$ cat src/rtl/pi_output_limiter.sv
`default_nettype none
// ============================================================================
// Module   : pi_output_limiter
// Purpose  : Output stage of the PI controller. Clamps the PI output word to
//            a programmable window, applies a per-sample slew-rate limit and
//            drives the DAC word. Flags limiting back to the PI controller so
//            it can freeze its integrator. When enable drops, the DAC word is
//            ramped to zero before the block returns to idle.
// Ports    : clk, reset_n (sync, active low), enable
//            pi_output / pi_output_valid   signed input sample + strobe
//            limit_max / limit_min         signed clamp window
//            max_step                      unsigned slew limit, 0 = none
//            dac_data / dac_valid          signed output word + strobe
//            pi_limiting                   output differs from request
//            sat_high / sat_low            clamp active on this sample
//            cfg_error                     limit_min > limit_max
//            limit_count_clr / limit_count only with PI_LIMITER_COUNT_EN
// Options  : PI_LIMITER_COUNT_EN - adds a saturating counter of limited
//            output samples.
// Revision : 1.0 - initial release
// ============================================================================
module pi_output_limiter #(
    parameter int DATA_WIDTH = 16,
    parameter int FRAC_BITS  = 15,
    parameter int STEP_WIDTH = 16
) (
    input  logic                         clk,
    input  logic                         reset_n,
    input  logic                         enable,
    input  logic signed [DATA_WIDTH-1:0] pi_output,
    input  logic                         pi_output_valid,
    input  logic signed [DATA_WIDTH-1:0] limit_max,
    input  logic signed [DATA_WIDTH-1:0] limit_min,
    input  logic        [STEP_WIDTH-1:0] max_step,
`ifdef PI_LIMITER_COUNT_EN
    input  logic                         limit_count_clr,
    output logic                  [15:0] limit_count,
`endif
    output logic signed [DATA_WIDTH-1:0] dac_data,
    output logic                         dac_valid,
    output logic                         pi_limiting,
    output logic                         sat_high,
    output logic                         sat_low,
    output logic                         cfg_error
);

    // Wide enough to hold any difference of two data words and any step value
    // without overflow, plus a sign bit.
    localparam int c_CW = ((STEP_WIDTH > DATA_WIDTH) ? STEP_WIDTH : DATA_WIDTH) + 2;

    localparam logic [1:0] c_IDLE  = 2'd0;
    localparam logic [1:0] c_TRACK = 2'd1;
    localparam logic [1:0] c_PARK  = 2'd2;

    // The fractional position is purely interpretive, but it must fit.
    generate
        if (FRAC_BITS >= DATA_WIDTH) begin : g_frac_check
            $error("FRAC_BITS must be smaller than DATA_WIDTH");
        end
    endgenerate

    logic [1:0]                   r_state, w_state_nxt;
    logic signed [DATA_WIDTH-1:0] r_dac, w_dac_nxt;
    logic                         r_dac_valid, w_dac_valid_nxt;
    logic                         r_limiting, w_limiting_nxt;
    logic                         r_sat_high, w_sat_high_nxt;
    logic                         r_sat_low, w_sat_low_nxt;
    logic                         r_cfg_error;

    // Stage 1 (clamp) registers
    logic                         r_s1_valid;
    logic signed [DATA_WIDTH-1:0] r_s1_tgt;
    logic                         r_s1_sat_high;
    logic                         r_s1_sat_low;
    logic                         r_s1_cfg;

    // Clamp
    logic                         w_cfg_bad;
    logic signed [DATA_WIDTH-1:0] w_tgt;
    logic                         w_sat_high;
    logic                         w_sat_low;

    // Slew / park arithmetic
    logic        [DATA_WIDTH-1:0] w_step_d;
    logic signed [c_CW-1:0]       w_step_ext;
    logic signed [c_CW-1:0]       w_d;
    logic signed [c_CW-1:0]       w_abs_d;
    logic                         w_slew_lim;
    logic signed [DATA_WIDTH-1:0] w_slew_val;
    logic signed [c_CW-1:0]       w_dac_ext;
    logic signed [c_CW-1:0]       w_abs_dac;
    logic                         w_park_zero;
    logic signed [DATA_WIDTH-1:0] w_park_val;

    always_comb begin
        w_cfg_bad  = (limit_min > limit_max);
        w_tgt      = pi_output;
        w_sat_high = 1'b0;
        w_sat_low  = 1'b0;
        if (w_cfg_bad) begin
            // Unusable window: steer the output safely toward zero.
            w_tgt = '0;
        end else if (pi_output > limit_max) begin
            w_tgt      = limit_max;
            w_sat_high = 1'b1;
        end else if (pi_output < limit_min) begin
            w_tgt     = limit_min;
            w_sat_low = 1'b1;
        end
    end

    always_comb begin
        w_step_d   = DATA_WIDTH'(max_step);
        w_step_ext = c_CW'(max_step);

        w_d        = c_CW'(r_s1_tgt) - c_CW'(r_dac);
        w_abs_d    = w_d[c_CW-1] ? -w_d : w_d;
        w_slew_lim = (max_step != '0) && (w_abs_d > w_step_ext);
        // When limited, |d| > step, so the stepped value lies strictly between
        // r_dac and the target and wrap-around arithmetic is exact.
        w_slew_val = r_s1_tgt;
        if (w_slew_lim)
            w_slew_val = w_d[c_CW-1] ? (r_dac - w_step_d) : (r_dac + w_step_d);

        w_dac_ext   = c_CW'(r_dac);
        w_abs_dac   = w_dac_ext[c_CW-1] ? -w_dac_ext : w_dac_ext;
        w_park_zero = (max_step == '0) || (w_abs_dac <= w_step_ext);
        w_park_val  = '0;
        if (!w_park_zero)
            w_park_val = r_dac[DATA_WIDTH-1] ? (r_dac + w_step_d) : (r_dac - w_step_d);
    end

    // Next-state and output logic
    always_comb begin
        w_state_nxt     = r_state;
        w_dac_nxt       = r_dac;
        w_dac_valid_nxt = 1'b0;
        w_limiting_nxt  = r_limiting;
        w_sat_high_nxt  = r_sat_high;
        w_sat_low_nxt   = r_sat_low;
        case (r_state)
            c_IDLE: begin
                w_dac_nxt      = '0;
                w_limiting_nxt = 1'b0;
                w_sat_high_nxt = 1'b0;
                w_sat_low_nxt  = 1'b0;
                if (enable && pi_output_valid)
                    w_state_nxt = c_TRACK;
            end
            c_TRACK: begin
                if (!enable) begin
                    // Whatever sits in stage 1 is dropped here.
                    w_state_nxt = c_PARK;
                end else if (r_s1_valid) begin
                    w_dac_nxt       = w_slew_val;
                    w_dac_valid_nxt = 1'b1;
                    w_sat_high_nxt  = r_s1_sat_high;
                    w_sat_low_nxt   = r_s1_sat_low;
                    w_limiting_nxt  = r_s1_sat_high | r_s1_sat_low | w_slew_lim | r_s1_cfg;
                end
            end
            c_PARK: begin
                if (enable && pi_output_valid) begin
                    // Resume tracking from the current output word.
                    w_state_nxt = c_TRACK;
                end else begin
                    w_dac_nxt       = w_park_val;
                    w_dac_valid_nxt = 1'b1;
                    w_sat_high_nxt  = 1'b0;
                    w_sat_low_nxt   = 1'b0;
                    w_limiting_nxt  = 1'b1;
                    if (w_park_zero) begin
                        w_state_nxt    = c_IDLE;
                        w_limiting_nxt = 1'b0;
                    end
                end
            end
            default: begin
                w_state_nxt = c_IDLE;
                w_dac_nxt   = '0;
            end
        endcase
    end

    always_ff @(posedge clk) begin
        if (!reset_n) begin
            r_state       <= c_IDLE;
            r_dac         <= '0;
            r_dac_valid   <= 1'b0;
            r_limiting    <= 1'b0;
            r_sat_high    <= 1'b0;
            r_sat_low     <= 1'b0;
            r_cfg_error   <= 1'b0;
            r_s1_valid    <= 1'b0;
            r_s1_tgt      <= '0;
            r_s1_sat_high <= 1'b0;
            r_s1_sat_low  <= 1'b0;
            r_s1_cfg      <= 1'b0;
        end else begin
            r_state       <= w_state_nxt;
            r_dac         <= w_dac_nxt;
            r_dac_valid   <= w_dac_valid_nxt;
            r_limiting    <= w_limiting_nxt;
            r_sat_high    <= w_sat_high_nxt;
            r_sat_low     <= w_sat_low_nxt;
            r_cfg_error   <= w_cfg_bad;
            r_s1_valid    <= enable & pi_output_valid;
            r_s1_tgt      <= w_tgt;
            r_s1_sat_high <= w_sat_high;
            r_s1_sat_low  <= w_sat_low;
            r_s1_cfg      <= w_cfg_bad;
        end
    end

    assign dac_data    = r_dac;
    assign dac_valid   = r_dac_valid;
    assign pi_limiting = r_limiting;
    assign sat_high    = r_sat_high;
    assign sat_low     = r_sat_low;
    assign cfg_error   = r_cfg_error;

`ifdef PI_LIMITER_COUNT_EN
    logic [15:0] r_limit_count;

    always_ff @(posedge clk) begin
        if (!reset_n || limit_count_clr)
            r_limit_count <= '0;
        else if (r_dac_valid && r_limiting && (r_limit_count != 16'hFFFF))
            r_limit_count <= r_limit_count + 16'd1;
    end

    assign limit_count = r_limit_count;
`endif

endmodule
`default_nettype wire

$ cat config.mk
export PLATFORM = sky130hd
export DESIGN_NAME = pi_output_limiter
export DESIGN_NICKNAME = d
export VERILOG_FILES = /design/src/rtl/pi_output_limiter.sv
export SDC_FILE = /design/constraint.sdc
export NUM_CORES = 1
export LEC_CHECK = 0
export BUFFER_PORTS_ARGS = -buffer_cell sky130_fd_sc_hd__buf_2
export CAP_MARGIN = 30
export CORE_MARGIN = 10
export CORE_UTILIZATION = 30
export CTS_CLUSTER_DIAMETER = 60
export DETAILED_ROUTE_END_ITERATION = 7
export MAX_ROUTING_LAYER = met4
export SETUP_SLACK_MARGIN = 0.15
export SYNTH_ARGS = -nofsm -noshare
export SYNTH_HDL_FRONTEND = slang
export SYNTH_SLANG_ARGS = --single-unit
$ cat constraint.sdc
create_clock -name clk -period 4.6 [get_ports clk]
set_input_delay 0.23 -clock clk [delete_from_list [all_inputs] [get_ports clk]]
set_output_delay 0.23 -clock clk [all_outputs]
set_load 0.005 [all_outputs]
=== Word-level counts from Yosys, hierarchy flattened ===
Cells that the tools add are included.

* Output and inout bits: 21
* Memory bits (writable): 0
* Flip-flop bits (word level): 42
* Bits of input ports: 68
* Bits in latches: 0
* ROM bits: 0
* Memories: 0

* $mul: 0
* Muxes and demuxes: 35
* Add/subtract/negate cells: 5
* Shift operators: 0
* Reduce and logical (&&, ||, !) cells: 12
* Equal/unequal tests: 8
* Magnitude comparators: 5
* Bitwise operators: 5
* Div/mod/pow operators: 0

{| class="wikitable"
|+ Operators by type and width
! operator !! count
|-
| 2-to-1 mux 16 bit || 9
|-
| 2-to-1 mux 18 bit || 2
|-
| greater-than comparator 16 bit || 2
|-
| case mux 16 bit (2 select lines) || 1
|-
| greater-than comparator 18 x 17 -> 1 bit || 1
|-
| <= comparator 18 x 17 -> 1 bit || 1
|-
| negation 16 -> 18 bit || 1
|-
| negation 17 -> 18 bit || 1
|-
| subtractor 16 x 16 -> 17 bit || 1
|-
| adder 16 bit || 1
|-
| logical NOT 16 bit || 1
|-
| less-than comparator 16 bit || 1
|-
| nonzero test 16 bit || 1
|-
| subtractor 16 bit || 1
|-
| 2-to-1 mux 1 bit || 14
|-
| != test 2 bit (second input constant) || 5
|-
| case mux 1 bit (3 select lines) || 3
|-
| 2-to-1 mux 2 bit || 4
|-
| case mux 2 bit (3 select lines) || 1
|-
| AND reduction 3 bit || 2
|-
| AND reduction 4 bit || 1
|-
| != test 3 bit (second input constant) || 1
|-
| OR 1 bit || 3
|-
| nonzero test 3 bit || 1
|-
| 10 further kinds || 11
|}

=== Longest topological paths before layout ===
Gate-level depths: netlist of run 1.

* Depth in word-level cells: 10
* Depth in mapped cells: 23
* Gate-level depth less buffers: 21

=== Worst setup path after synthesis of run 1 ===
Ideal clock, no wire load.

* Path kind: reg-to-reg
* From: register r_dac[7], in the netlist dac_data[7]
* To: register r_dac[1], in the netlist dac_data[1]
* Required time: 4.478 ns
* Clock period less this slack: 4.329 ns
* Stages on the path, launching flop included: 21
* Setup slack: 0.271 ns
* Path buffers: 3
* Arrival: 4.206 ns
* Path through: dfxtp_1 inv_1 ha_1 a2111o_1 o21a_1 o311ai_1 a31o_2 buf_2 o21ai_0 xnor2_1 ha_1 a21o_1 a21oi_1 a21boi_0 o21ai_0 a31oi_1 a41oi_2 buf_6 buf_12 mux2i_1 o21ai_1

* Word-level cells in the longest chain between the ends: 9

{| class="wikitable"
|+ RTL lines
! what !! line !! text
|-
| start, declared || 63 || <nowiki>logic signed [DATA_WIDTH-1:0] r_dac, w_dac_nxt;</nowiki>
|-
| start signal, assigned || 201 || <nowiki>r_dac <= w_dac_nxt;</nowiki>
|-
| subtractor 16 x 16 -> 17 bit || 116 || <nowiki>w_d = c_CW'(r_s1_tgt) - c_CW'(r_dac);</nowiki>
|-
| negation 17 -> 18 bit || 117 || <nowiki>w_abs_d = w_d[c_CW-1] ? -w_d : w_d;</nowiki>
|-
| 2-to-1 mux 18 bit || 117 ||
|-
| greater-than comparator 18 x 17 -> 1 bit || 118 || <nowiki>w_slew_lim = (max_step != '0) && (w_abs_d > w_step_ext);</nowiki>
|-
| logical AND 1 bit || 118 ||
|-
| 2-to-1 mux 16 bit || 122 || <nowiki>if (w_slew_lim)</nowiki>
|-
| 2-to-1 mux 16 bit || 154 || <nowiki>end else if (r_s1_valid) begin</nowiki>
|-
| 2-to-1 mux 16 bit || 151 || <nowiki>if (!enable) begin</nowiki>
|-
| case mux 16 bit (2 select lines) (*) || 141 || <nowiki>case (r_state)</nowiki>
|}

Every way passes the cells marked *; elsewhere a longest branch is shown, timed or not. The select of a mux whose other input is x is not followed.
A chain may end at the register's enable or synchronous reset.

=== Worst setup path after layout of run 1 ===
* From: register r_s1_tgt[0]
* To: register r_dac[9], in the netlist dac_data[9]

* Word-level cells in the longest chain between the ends: 9

{| class="wikitable"
|+ RTL lines
! what !! line !! text
|-
| start, declared || 72 || <nowiki>logic signed [DATA_WIDTH-1:0] r_s1_tgt;</nowiki>
|-
| start signal, assigned || 208 || <nowiki>r_s1_tgt <= w_tgt;</nowiki>
|-
| subtractor 16 x 16 -> 17 bit (*) || 116 ||
|-
| negation 17 -> 18 bit || 117 ||
|-
| 2-to-1 mux 18 bit || 117 ||
|-
| greater-than comparator 18 x 17 -> 1 bit || 118 ||
|-
| logical AND 1 bit || 118 ||
|-
| 2-to-1 mux 16 bit (*) || 122 ||
|-
| 2-to-1 mux 16 bit (*) || 154 ||
|-
| 2-to-1 mux 16 bit (*) || 151 ||
|-
| case mux 16 bit (2 select lines) (*) || 141 ||
|}

Marked as above.

==> results of run 1 <==
-- what timing repair did --
| item | CTS | global route |
|---|---|---|
| gates cloned | 2 | 1 |
| pin swaps | 6 | 32 |
| resized for setup | 12 | 62 |
| setup buffers | 8 | 14 |
| endpoints found under the setup margin | 16 | 18 |
-- registers in the layout, summed over array words and instances, names as in the netlist --
name and cells:
dac_data 16, dac_valid 1, pi_limiting 1, r_s1_cfg 1, r_s1_sat_high 1, r_s1_sat_low 1, r_s1_tgt 16, r_s1_valid 1
r_state 2, sat_high 1, sat_low 1
-- per-layer routing --
metal  global-route usage, %  wire length, um  part of all wire, %  vias up
met5                       -                0                    0        -
met4                    2.71              325                  1.4        0
met3                    1.17              888                  3.8       20
met2                    23.8            10300                   44      229
met1                    20.9            11800                   51     3374
li1                        -                -                    -     3665
-- layout by cell type, fill, tap and decap left out, types with 16 or more instances in the layout --
cell type / netlist / final
a22oi_1: 16 / 16
dfxtp_1: 42 / 40
nor2_1: 74 / 70
nand3_1: 18 / 17
a21oi_1: 68 / 60
nor2b_1: 19 / 18
xnor2_1: 54 / 52
ha_1: 131 / 127
buf_4: 1 / 54
buf_2: 6 / 88
o21ai_0: 62 / 48
mux2i_1: 42 / 42
o21ai_1: 9 / 20
nand4_1: 18 / 18
nand2_1: 67 / 64
inv_1: 94 / 93
-- power by group --
| group | internal (mW) | leakage (nW) | switching (mW) |
|---|---|---|---|
| clock | 0.215 | 0.0739 | 0.147 |
| sequential | 0.381 | 0.342 | 0.0171 |
| combinational | 1.09 | 3.84 | 1.04 |
-- per-stage QoR --
step                      hold WS [ns]  power [mW]  utilization [%]  std cells
after detailed placement         0.444        1.96             34.6       1357
after global placement           0.444        1.95             34.5       1355
after floorplan                  0.385        1.60                -        946
after global routing             0.248        3.10             37.5       1390
final                            0.243        2.90             37.5       1390
after CTS                        0.236        2.56             35.9       1375
-- cells by family after synthesis --
kind of cell	Yosys count	synth area share (%)
buf+inv	127	7.19
compound gates	269	24.4
flops	42	11.8
mux	47	6.74
xor+xnor	65	7.98
simple gates	262	18.0
fa+ha+maj	134	23.8
-- cell type report --
type	count	area (um2)
clock buffer	7	143
clock inverter	1	5.00
fill	2470	14600
inverter	95	357
multi-input combinational	777	6050
sequential	42	843
tap	319	399
timing repair buffer	149	972
-- tightest hold or removal path, cell delays in order --
cell and delay [ns]:
buf_2 0.12, nand2_1 0.06, a311oi_1 0.07
-- final timing paths --
path | start | to | slack [ns]
setup / recovery | r_s1_tgt[0] | dac_data[9] | 0.23
hold / removal | pi_output[7] | r_s1_tgt[7] | 0.24
setup reg to reg | r_s1_tgt[0] | dac_data[9] | 0.23
hold reg to reg | sat_low | sat_low | 0.45
-- synth_stat cells (all sizes together), types with 4 or more instances --
master,count
mux2i,42
clkbuf,20
o22ai,5
o2111ai,4
o31ai,9
nor4,10
xor2,11
nand4,18
nor2b,19
a21oi,68
a311oi,15
a211oi,8
a21boi,4
a21o,14
o311ai,4
or2,4
mux2,5
nand2b,15
o211ai,7
nand2,67
o21bai,4
buf,12
inv,95
nor2,74
nand3,18
a22oi,16
xnor2,54
o21ai,72
nor3,14
a31oi,5
dfxtp,42
o21a,15
ha,131
and3,4
==> flow_summary.yaml, run 1 <==
setup_path:
  cp.arrival_ns: 4.58
  worst_path_max_delay_cell: "fa_2"
  slowest_delay_ns: 0.36
  reg2regPathDepth: 24
  crit_cells: 24
  crit_type: "flop to flop"
  cp_top_family: "compound AO/OA/AOI/OAI gates"
  crit_chain: "inv_2 -> ha_4 -> fa_2 -> nand2b_4 -> a211oi_4 -> buf_6 -> o21a_4 -> o311ai_4 -> a31o_4 -> buf_6 -> buf_4 -> nand2_4 -> xnor2_2 -> ha_1 -> and3_4 -> nand3_4 -> nor3_2 -> a41o_1 -> a31oi_2 -> a41oi_2 -> buf_4 -> buf_12 -> mux2_4 -> o21ai_2"
  cp_max_fo: 7
  crit_buf_inv: 6
  critPathRequiredTime_ns: 4.81
  worst_setup_path_end_kind: "flop"
  startpoint_type: "flop"
timing:
  finalCritPeriodShare_pct: 95.0
  finalMaxSlewViolations: 0
  worstMarginPinSlew_ns: 0.873
  fmax_ghz: 0.229
  fin_setup_tns_ns: 0
  rsz0062_at_grt: "true"
  hold_viol: 0
  skew_ns: 0.00896
  slew_headroom_pct: 41.0
  setup_viol: 0
  timing.final.crit_period_ns: 4.37
  layout_setup_ws_ns: 0.230
logic_synthesis:
  synth.avg_cell_area_um2: 7.54
  synth_edf_count: 0
  yosysTopAreaCellShare_pct: 23.0
  synth_area_leaders: "ha_1, dfxtp_1, xnor2_1"
  ys_seq_area_share_pct: 11.8
  syn_inst: 946
  synthFlopType: "dfxtp_1"
  syn_nets: 1148
  async_reset_ff_share_pct: 0
  yosysWarnings: 0
  syn_area_um2: 7130
  synth-seq-cells: 42
  synth_top_area_cell: "ha_1"
  synth.distinct_cells: 72
route:
  post_drt_wl_per_cell_um: 16.8
  routed_wl_um: 23300
  vias: 7288
  drc: 0
  first_iter_violations: 448
  postRouteAntennaNets: 0
  drt_pre_antenna_iters: 5
  viasPerCell: 5.24
outcome:
  status: "finished clean"
placed_design:
  place_ws_ns: 0.00712
  port_buffers: 88
  dpl.hpwl_um: 19100
  placed_cell_area_um2: 8110
  gp_congestion: 0.909
power_and_ir_drop:
  power_density_nw_per_um2: 330
  ir_worst_vdd_mv: 0.255
  cellLeakagePower_nw: 4.26
grt:
  antenna_found_initial: 0
  overflow: 0
  grt_pass1_wl_um: 37300
  track_usage_pct: 15.1
  grt_pass1_vias: 7174
  grt_max_degree: 21
clock_tree:
  hold_buffers: 0
  ctsRootBufferMaster: "clkbuf_16"
  clock-sinks: 42
  clockBufferDepth: 2
  insertion_delay_ns: 0.29
  h-tree-depth: 2
  cts_tree: "built"
  numCtsBuffers: 5
  clk_pin_slew_ns: 0.06
cells_and_area:
  diodes: 0
  syn_to_final_growth_pct: 23.0
  drive_gt1_share_pct: 20.9
  fin_area_um2: 8770
  fin_nets: 1272
floorplan:
  io_pins: 89
  coreArea_um2: 23400
  die_y_um: 174
  die_x_um: 174
  die_area_um2: 30300
  initial_utilization_pct: 30.5
  rows: 56
hold_path:
  hp-class: "input pin to flop"
  holdPathStages: 3
run:
  maxCapViolCount: 0
No activity file was read; power rests on OpenSTA's default activity.
==> inputs of run 2 (changes only) <==
- BUFFER_PORTS_ARGS: -buffer_cell sky130_fd_sc_hd__buf_2 -> -buffer_cell sky130_fd_sc_hd__buf_4
- PLACE_DENSITY: unset -> 0.47
- REMOVE_ABC_BUFFERS: unset -> 1
==> run 2 against run 1 <==
- worst hold slack worse by 0.0074 ns
- count of clock-buffer cells in the layout decreased by 1
- cell area rose by 2.0%
- via count decreased by 2.5%
- wire length rose by 3.1%
- critical endpoint unchanged
- highest routed layer unchanged
==> flow_summary.yaml, run 2 (same netlist as run 1, synthesis figures left out) <==
outcome:
  status: "finished clean"
timing:
  slew_headroom_pct: 41.8
  layout_setup_ws_ns: 0.206
  timing.final.crit_period_ns: 4.39
  worstMarginPinSlew_ns: 0.866
  rsz0062_at_grt: "true"
  setup_viol: 0
  finalMaxSlewViolations: 0
  timing.hold.ws_ns: 0.236
  fin_setup_tns_ns: 0
  skew_ns: 0.00843
  hold_viol: 0
  fmax_ghz: 0.228
  finalCritPeriodShare_pct: 95.5
clock_tree:
  clk_pin_slew_ns: 0.07
  clockBufferDepth: 2
  h-tree-depth: 2
  clock-sinks: 42
  insertion_delay_ns: 0.29
  cts_tree: "built"
  numCtsBuffers: 5
  ctsRootBufferMaster: "clkbuf_16"
power_and_ir_drop:
  power_density_nw_per_um2: 321
  ir_worst_vdd_mv: 0.246
  cellLeakagePower_nw: 4.28
setup_path:
  crit_type: "flop to flop"
  worst_setup_path_end_kind: "flop"
  r2r-end: "dac_data[9]"
  crit_end: "dac_data[9]"
  critPathRequiredTime_ns: 4.81
  regToRegStartpoint: "r_s1_tgt[0]"
  startpoint_type: "flop"
  critPathLaunch: "r_s1_tgt[0]"
  cp_max_fo: 6
  rrSetupSlack_ns: 0.21
  cp.arrival_ns: 4.61
  reg2regPathDepth: 21
cells_and_area:
  fin_area_um2: 8950
  final_util_pct: 38.2
  final_cell_mix: "buf_4, ha_1, inv_1"
  fin_nets: 1264
  diodes: 0
  fillers: 2520
  final_common_cell: "buf_4"
  drive_gt1_share_pct: 19.6
  syn_to_final_growth_pct: 25.5
placed_design:
  port_buffers: 88
  place_ws_ns: 0.0941
  gp_congestion: 0.889
  placed_cell_area_um2: 8360
  dpl.hpwl_um: 20200
grt:
  overflow: 0
  track_usage_pct: 15.4
  grt_max_degree: 20
  antenna_found_initial: 0
  grt_pass1_wl_um: 37600
  grt_pass1_vias: 7088
route:
  vias: 7109
  postRouteAntennaNets: 0
  post_drt_wl_per_cell_um: 17.4
  drt_pre_antenna_iters: 5
  drc: 0
  first_iter_violations: 347
  routed_wl_um: 24000
  viasPerCell: 5.14
floorplan:
  rows: 56
  io_pins: 89
  coreArea_um2: 23400
  initial_utilization_pct: 30.5
  die_area_um2: 30300
  die_y_um: 174
  die_x_um: 174
run:
  maxCapViolCount: 0
hold_path:
  hp-class: "input pin to flop"
-- run 2: area by class of cell --
cell class / instances / area (um2) / area share [%]
repair buffers: 141 / 1130 / 12.6
multi-input cells: 777 / 6020 / 67.3
inverters: 95 / 357 / 3.99
clock inverters: 2 / 60.1 / 0.671
clock buffers: 6 / 139 / 1.55
well taps: 319 / 399 / 4.46
flip-flops and latches: 42 / 843 / 9.43
-- run 2: layer usage --
metal  GRT usage [%]  share of wire (%)  vias up
met5               -                  0        -
met4            2.67               0.83        0
met1            20.9                 50     3305
met2            25.1                 47      135
met3           0.888                2.3       11
li1                -                  -     3658
-- run 2: power by group --
part	internal, mW	switching (mW)
Combinational	0.988	1.01
Clock	0.326	0.150
Sequential	0.381	0.0162
Total	1.69	1.17
-- run 2: repair_timing --
item / in CTS / in global routing
buffers inserted: 0 / 10
hold buffers: 0 / 0
gates resized for setup: 3 / 55
cloned: 0 / 3
pin swaps: 1 / 33
endpoints found under the setup margin: 2 / 18
-- run 2: critical path: stages, from the launching register on --
cell      delay (ns)
dfxtp_2         0.33
inv_2           0.04
ha_4            0.16
fa_2            0.36
nand2b_4        0.16
a211oi_2        0.22
buf_4           0.17
o21a_4          0.15
nor3_1          0.05
o32a_1          0.39
and4b_4         0.25
nor2_1          0.11
xnor2_1         0.08
ha_1            0.33
o21a_1          0.17
o21ai_1         0.17
a41o_1          0.14
a31oi_2         0.05
a41oi_4         0.38
buf_12          0.19
mux2_4          0.30
o21ai_2         0.10
-- run 2: worst min path at each step --
stage              from         end  slack, ns  cells after the start
2_1_floorplan   reset_n  r_state[0]       0.35                      1
3_3_place_gp    sat_low     sat_low       0.45                      2
3_5_place_dp   sat_high    sat_high       0.45                      2
4_1_cts         reset_n  r_state[0]       0.23                      2
5_1_grt         reset_n  r_state[0]       0.25                      2
6_report        reset_n  r_state[0]       0.24                      2
-- run 2: metrics by stage --
step                      instances  power, mW
after floorplan                 914       1.52
final                          1382       2.87
after global routing           1382       3.06
after global placement         1361       2.00
after detailed placement       1361       2.00
after CTS                      1369       2.50
==> inputs of run 3 (changes only) <==
- RECOVER_POWER: unset -> 25
==> run 3 against run 2 <==
- via count down 0.17%
- maximum frequency about the same
- setup slack worse by 0.0030 ns
- cell area down 0.48%
- critical path depth unchanged
- count of clock-buffer cells in the layout unchanged
- worst hold slack better by 0.0073 ns
- sequential power about the same
- register-to-register slack about the same
- global-route usage unchanged
- clock skew about the same
- sequential share of layout area about the same
- critical endpoint unchanged
- largest power group unchanged
==> flow_summary.yaml, run 3 (same netlist as run 1, synthesis figures left out) <==
outcome:
  status: "finished clean"
cells_and_area:
  final_cell_mix: "ha_1, buf_4, inv_1"
  fillers: 2530
  multi_input_area_um2: 6020
  syn_to_final_growth_pct: 24.9
  diodes: 0
  fin_nets: 1264
  final_cells: 1382
  register_area_um2: 842
  final_common_cell: "ha_1"
  drive_gt1_share_pct: 18.4
power_and_ir_drop:
  p_clk_share_pct: 16.6
  ir_worst_vdd_mv: 0.249
  p_sw_share_pct: 41.0
  seqPwrFrac_pct: 13.8
  total_power_mw: 2.87
  p_sw_mw: 1.18
  power_density_nw_per_um2: 322
  comb_power_share_pct: 69.6
  cellLeakagePower_nw: 4.23
  power.internal_mw: 1.69
timing:
  hold_viol: 0
  setup_viol: 0
  timing.final.crit_period_ns: 4.40
  fmax_ghz: 0.227
  slew_headroom_pct: 43.5
  skew_ns: 0.00816
  layout_setup_ws_ns: 0.203
  fin_setup_tns_ns: 0
  rsz0062_at_grt: "true"
  worstMarginPinSlew_ns: 0.840
  finalCritPeriodShare_pct: 95.6
  finalMaxSlewViolations: 0
floorplan:
  io_pins: 89
  coreArea_um2: 23400
  die_y_um: 174
  die_x_um: 174
  die_area_um2: 30300
  initial_utilization_pct: 30.5
  rows: 56
clock_tree:
  cts_tree: "built"
  numCtsBuffers: 5
  clockBufferDepth: 2
  h-tree-depth: 2
  clk_pin_slew_ns: 0.07
  clock-sinks: 42
  insertion_delay_ns: 0.29
  ctsRootBufferMaster: "clkbuf_16"
route:
  routed_wl_um: 24000
  viasPerCell: 5.14
  vias: 7097
  first_iter_violations: 361
  postRouteAntennaNets: 0
  post_drt_wl_per_cell_um: 17.4
  drt_pre_antenna_iters: 4
  drc: 0
setup_path:
  critPathRequiredTime_ns: 4.81
  crit_type: "flop to flop"
  worst_setup_path_end_kind: "flop"
  cp.arrival_ns: 4.61
  cp_max_fo: 6
  startpoint_type: "flop"
hold_path:
  hp-class: "input pin to flop"
placed_design:
  place_ws_ns: 0.0941
  placed_cells: 1361
  port_buffers: 88
  dpl.hpwl_um: 20200
  gp_congestion: 0.889
run:
  maxCapViolCount: 0
grt:
  track_usage_pct: 15.4
  grt_max_degree: 20
  overflow: 0
  grt_pass1_vias: 7088
  antenna_found_initial: 0
  grt_pass1_wl_um: 37600
-- run 3: changes by cell type in the layout (fill, tap and decap cells not counted) --
cell      change
clkbuf_1     +11
clkbuf_4      +3
dfxtp_1       +1
buf_4        -14
dfxtp_2       -1
-- run 3: worst max-delay path, stage by stage (launching register included) --
cell and delay, ns:
dfxtp_2 0.33, inv_2 0.04, ha_4 0.16, fa_2 0.36, nand2b_4 0.16, a211oi_2 0.22, buf_4 0.17, o21a_4 0.15
nor3_1 0.05, o32a_1 0.39, and4b_4 0.25, nor2_1 0.11, xnor2_1 0.08, ha_1 0.33, o21a_1 0.17, o21ai_1 0.17
a41o_1 0.14, a31oi_2 0.05, a41oi_4 0.38, buf_12 0.19, mux2_4 0.30, o21ai_2 0.10
-- run 3: cell type report --
class,instances,area share [%]
Timing Repair Buffer,141,12.2
Clock inverter,2,0.674
Multi-Input combinational cell,777,67.6
Clock buffer,6,1.56
Sequential cell,42,9.46
Tap cell,319,4.48
Inverter,95,4.00
-- run 3: path summary, 6_finish.rpt --
check | cells past startpoint | endpoint | startpoint | slack, ns
min reg2reg | 2 | sat_high | sat_high | 0.45
min | 3 | r_s1_valid | pi_output_valid | 0.24
max | 21 | dac_data[9] | r_s1_tgt[0] | 0.20
max reg2reg | 21 | dac_data[9] | r_s1_tgt[0] | 0.20
-- run 3: stage by stage --
step | cell area [um2] | hold WS, ns | util, %
after floorplan | 6970 | 0.348 | -
after global placement | 8360 | 0.455 | 35.7
after detailed placement | 8360 | 0.450 | 35.7
after CTS | 8580 | 0.230 | 36.7
after global routing | 8900 | 0.264 | 38.1
final | 8900 | 0.243 | 38.1
-- run 3: repair_timing --
| item | in CTS | in global routing |
|---|---|---|
| gates resized for setup | 3 | 55 |
| pin swaps | 1 | 33 |
| endpoints found under the setup margin | 2 | 18 |
| hold buffers | 0 | 0 |
| setup buffers | 0 | 10 |
| cloned | 0 | 3 |
-- run 3: power by group through the flow --
stage	sequential [mW]	clock, mW	combinational [mW]
4_1_cts	0.396	0.490	1.61
5_1_grt	0.399	0.497	2.16
3_5_place_dp	0.404	0	1.60
3_3_place_gp	0.405	0	1.59
2_1_floorplan	0.399	0	1.12
6_report	0.397	0.476	2.00
-- run 3: layer usage --
| layer | share of wire [%] | vias up | GRT usage [%] |
|---|---|---|---|
| met5 | 0 | - | - |
| met1 | 51 | 3305 | 20.9 |
| met2 | 47 | 125 | 25.1 |
| li1 | - | 3656 | - |
| met4 | 0.83 | 0 | 2.67 |
| met3 | 1.9 | 11 | 0.888 |
